## src/rtl/wr_sel_pkg.sv

```systemverilog
// rtl/wr_sel_pkg.sv - shared types and helpers for the write-select encoder
package wr_sel_pkg;

    localparam int N_DEFAULT = 4;
    localparam int W_DEFAULT = $clog2(N_DEFAULT);

    typedef logic [W_DEFAULT-1:0] idx_t;

    // Index of the lowest set bit; for a one-hot vector this is its binary encoding.
    function automatic int onehot_to_bin(input logic [31:0] v);
        int idx;
        idx = 0;
        for (int i = 31; i >= 0; i--) begin
            if (v[i]) idx = i;
        end
        return idx;
    endfunction

endpackage

```

## src/rtl/wr_sel_encoder_rr_pick.sv

```systemverilog
// rtl/wr_sel_encoder_rr_pick.sv - rotating priority picker (rotate, encode, un-rotate)
module rr_pick
    import wr_sel_pkg::*;
#(
    parameter  int N = N_DEFAULT,
    localparam int W = $clog2(N)
) (
    input  logic [N-1:0] req,
    input  logic [W-1:0] ptr,
    output logic [W-1:0] sel,
    output logic         any
);

    logic [N-1:0] rot;
    logic [W-1:0] pos;

    // N is a power of two, so W-bit index arithmetic wraps modulo N for free.
    always_comb begin
        rot = '0;
        for (int i = 0; i < N; i++) begin
            rot[i] = req[W'(i) + ptr];
        end
    end

    always_comb begin
        pos = '0;
        for (int i = N - 1; i >= 0; i--) begin
            if (rot[i]) pos = W'(i);
        end
    end

    assign sel = pos + ptr;
    assign any = |req;

endmodule

```

## src/rtl/wr_sel_encoder.sv

```systemverilog
// rtl/wr_sel_encoder.sv - one-hot write requests to registered index; WR_SEL_RR_EN selects round-robin
module wr_sel_encoder
    import wr_sel_pkg::*;
#(
    parameter  int N = N_DEFAULT,
    localparam int W = $clog2(N)
) (
    input  logic         clk,
    input  logic         reset,
    input  logic [N-1:0] req,
    input  logic         out_ready,
    output logic         out_valid,
    output logic [W-1:0] out_idx,
    output logic [N-1:0] grant,
    output logic         busy
);

    logic [W-1:0] ptr;
    logic [W-1:0] sel;
    logic         any;
    logic         load;
    logic         out_valid_q, out_valid_d;
    logic [W-1:0] out_idx_q, out_idx_d;

    rr_pick #(.N(N)) u_pick (
        .req (req),
        .ptr (ptr),
        .sel (sel),
        .any (any)
    );

    assign load  = any & (~out_valid_q | out_ready) & ~reset;
    assign grant = load ? (N'(1) << sel) : '0;
    assign busy  = out_valid_q | any;

`ifdef WR_SEL_RR_EN
    logic [W-1:0] rr_ptr_q, rr_ptr_d;

    assign rr_ptr_d = load ? (sel + W'(1)) : rr_ptr_q;
    assign ptr      = rr_ptr_q;

    always_ff @(posedge clk) begin
        if (reset) rr_ptr_q <= '0;
        else       rr_ptr_q <= rr_ptr_d;
    end
`else
    assign ptr = '0;
`endif

    // Accept and reload in the same cycle keeps out_valid high with no bubble.
    always_comb begin
        out_valid_d = out_valid_q;
        out_idx_d   = out_idx_q;
        if (load) begin
            out_valid_d = 1'b1;
            out_idx_d   = sel;
        end else if (out_ready) begin
            out_valid_d = 1'b0;
        end
    end

    always_ff @(posedge clk) begin
        if (reset) begin
            out_valid_q <= 1'b0;
            out_idx_q   <= '0;
        end else begin
            out_valid_q <= out_valid_d;
            out_idx_q   <= out_idx_d;
        end
    end

    assign out_valid = out_valid_q;
    assign out_idx   = out_idx_q;

endmodule
```

## config.mk

```make
export PLATFORM = sky130hd
export DESIGN_NAME = wr_sel_encoder
export DESIGN_NICKNAME = d
export VERILOG_FILES = /design/src/rtl/wr_sel_pkg.sv /design/src/rtl/wr_sel_encoder_rr_pick.sv /design/src/rtl/wr_sel_encoder.sv
export SDC_FILE = /design/constraint.sdc
export NUM_CORES = 1
export LEC_CHECK = 0
export CORE_AREA = 4 4 41 43
export CTS_CLUSTER_DIAMETER = 60
export DETAILED_ROUTE_END_ITERATION = 16
export DIE_AREA = 0 0 45 47
export SETUP_SLACK_MARGIN = 0.15
export SKIP_CTS_REPAIR_TIMING = 1
export SYNTH_ARGS = -nofsm -noshare
export SYNTH_HDL_FRONTEND = slang
export SYNTH_SLANG_ARGS = --single-unit
```

## constraint.sdc

```tcl
create_clock -name clk -period 1.7 [get_ports clk]
set_clock_uncertainty 0.2 [all_clocks]
set_input_delay 0.255 -clock clk [delete_from_list [all_inputs] [get_ports clk]]
set_output_delay 0.255 -clock clk [all_outputs]
set_load 0.01 [all_outputs]
```

==> flow_metrics.env <==
export IMPL_status="complete, but fails checks"
export IMPL_violations="setup timing"
export IMPL_synth_warnings=0
export IMPL_htreeDepth=1
export IMPL_critPathLaunchType="primary input"
export IMPL_synthAdderAreaFrac_pct=0
export IMPL_end_kind="output port"
export IMPL_dieArea_um2=2115
export IMPL_r2r_slack_ns=0.38
export IMPL_grt_pass1_vias=266
export IMPL_power_leakage_uw=0.0002825
export IMPL_fin_crit_sh_pct=100.4
export IMPL_ys_seq_area_share_pct=30.97
export IMPL_maxSlewViolCount=0
export IMPL_synth_top_area_share_pct=30.97
export IMPL_synth_top_family_by_area="simple AND/OR/NAND/NOR gates"
export IMPL_synth_compound_area_share_pct=16.77
export IMPL_syn_to_final_growth_pct=162.6
export IMPL_synth_mux_area_share_pct=0
export IMPL_synth_seq_cells=3
export IMPL_numPortBuffers=14
export IMPL_n_fill_cell=150
export IMPL_grt_pass1_wl_um=979
export IMPL_hold_viol_final=0
export IMPL_rsz0062_at_grt="yes"
export IMPL_clkPwrFrac_pct=40.4
export IMPL_io_pins=15
export IMPL_fmax_mhz=585.8
export IMPL_avgSynthCellArea_um2=8.081
export IMPL_numClockSinks=3
export IMPL_p_int_uw=227.5
export IMPL_synth_edff_count=0
export IMPL_antennaDiodeCount=0
export IMPL_drt_iter0_markers=4
export IMPL_syn_area_um2=193.9
export IMPL_cts_max_path_buffers=2
export IMPL_antenna_found_initial=0
export IMPL_yosysMostFrequentCell="nor3_1"
export IMPL_power_frac_seq_pct=26.6
export IMPL_drcViolationCount=0
export IMPL_powerDensity_nw_per_um2=592.9
export IMPL_clk_latency_ns=0.23
export IMPL_synth_cell_type_count=14
export IMPL_cts_made_buffers=3
export IMPL_cts_tree="yes"
export IMPL_wl_per_cell_um=9.817
export IMPL_switching_power_uw=74.41
export IMPL_syn_num_nets=31
export IMPL_sw_frac_of_total_pct=24.65
export IMPL_row_count=13
export IMPL_die_h_um=47
export IMPL_yosys_area_share_simple_pct=48.39
export IMPL_dr_total_vias=281
export IMPL_setup_viol=1
export IMPL_postRouteAntennaNets=0
export IMPL_utilization_pct=39.13
export IMPL_async_flop_share_pct=0
export IMPL_drv_cap=0
export IMPL_wl_um=697
export IMPL_coreArea_um2=1301
export IMPL_dp_hpwl_um=501.6
export IMPL_grt_ovfl_total=0
export IMPL_vias_per_cell=3.958
export IMPL_cts_root_buf="clkbuf_4"
export IMPL_power_frac_comb_pct=32.9
export IMPL_final_net_count=64
export IMPL_clk_pin_slew_worst_paths_ns=0.03
export IMPL_place_ws_ns=-0.6825
export IMPL_hold_ws_ns=0.1834
export IMPL_drive_above_1_share_pct=57.14
export IMPL_yosys_top_cells_area="dfxtp_1 (31%), nor3_1 (10%), a221oi_2 (7.7%)"
export IMPL_cp_required_ns=1.24
export IMPL_critical_path_arrival_ns=1.25
export IMPL_tightest_slew_ns=0.1850
export IMPL_track_usage_pct=6.946
export IMPL_firstDrtPassIters=4
export IMPL_start_util_pct=14.90
export IMPL_vdd_drop_max_mv=0.2686
export IMPL_synthTopCellsByCount="nor3_1 (4), dfxtp_1 (3), nor2_1 (3)"
export IMPL_synth_cells=24
export IMPL_setup_slack_ns=-0.007185
export IMPL_synth_main_ff_cell="dfxtp_1"
export IMPL_max_slew_margin_pct=87.57
export IMPL_grt_max_degree=6
export IMPL_total_power_uw=301.9
export IMPL_synth_top_area_cell="dfxtp_1"
export IMPL_layout_min_cycle_time_ns=1.707
export IMPL_worstSetupPathType="primary input to output port"
export IMPL_yosys_area_share_xor_xnor_pct=0
export IMPL_die_w_um=45
export IMPL_worstPathMaxFanout=3
export IMPL_hold_class="primary input to flop"
export IMPL_gp_congestion=0.7769
## per-layer routing
layer | up-vias | track usage [%] | share of wire [%]
li1 | 150 | - | -
met1 | 123 | 7.483 | 41
met2 | 8 | 9.322 | 51
met3 | 0 | 3.831 | 7.7
met4 | 0 | 7.018 | 0
met5 | - | 0 | 0
## cell usage in the layout (no fill, tap or decap)
cell type        synthesis  final
buf_8                    0      1
o2bb2ai_1                1      1
nor2b_1                  2      1
nor2_1                   3      3
nor3_2                   0      2
buf_6                    0      1
clkdlybuf4s50_1          0      2
clkbuf_2                 0      1
or3_1                    1      1
nor3b_2                  0      1
dfxtp_1                  3      3
buf_2                    0      4
o22a_1                   1      1
or2_4                    0      1
or3_4                    1      1
dlymetal6s2s_1           0      5
inv_1                    2      2
nand2b_1                 2      2
a221oi_2                 1      1
clkbuf_1                 0      1
nor3_1                   4      2
buf_4                    0     14
nor2b_4                  0      1
nor4_2                   0      1
clkbuf_4                 0      3
## layout make-up
cell class	instances	area (um^2)	area share, %
clock buffers	4	26.28	5.160
multi-input cells	19	157.7	30.96
well taps	15	18.77	3.686
repair buffers	28	239.0	46.93
flip-flops and latches	3	60.06	11.79
inverters	2	7.507	1.474
## worst max-delay path: stages
cell,delay (ns)
buf_8,0.10
or3_4,0.40
or3_1,0.36
buf_2,0.14
## logic make-up after synthesis
family,count (synthesis)
and+or+nand+nor,16
DFF,3
buffers and inverters,2
AOI/OAI and AO/OA,3
## registers in the layout, indices dropped and copies added (netlist names)
| name | flops |
|---|---|
| out_idx | 2 |
| out_valid | 1 |
## worst paths after layout
check / startpoint / end / cells past startpoint
min: req[1] / out_valid / 4
max reg2reg: out_valid / out_idx[0] / 4
max: req[1] / busy / 4
min reg2reg: out_idx[0] / out_idx[0] / 2
## power by group through the flow
stage	sequential (uW)	clock, uW	combinational, uW
2_1_floorplan	84.7	0	26.1
3_3_place_gp	81.6	0	93.4
3_5_place_dp	81.5	0	92.8
4_1_cts	80.6	130	93.7
5_1_grt	81.3	140	108
6_report	80.5	122	99.5
## stage by stage
step                      instances   TNS (ns)  instance area, um^2
after floorplan                  24          0                193.9
after global placement           65     -2.767                442.9
after detailed placement         65     -2.816                442.9
after CTS                        69     -2.835                469.2
after global routing             71    -0.1116                509.2
final                            71  -0.007185                509.2
No activity file was read; power rests on OpenSTA's default activity.
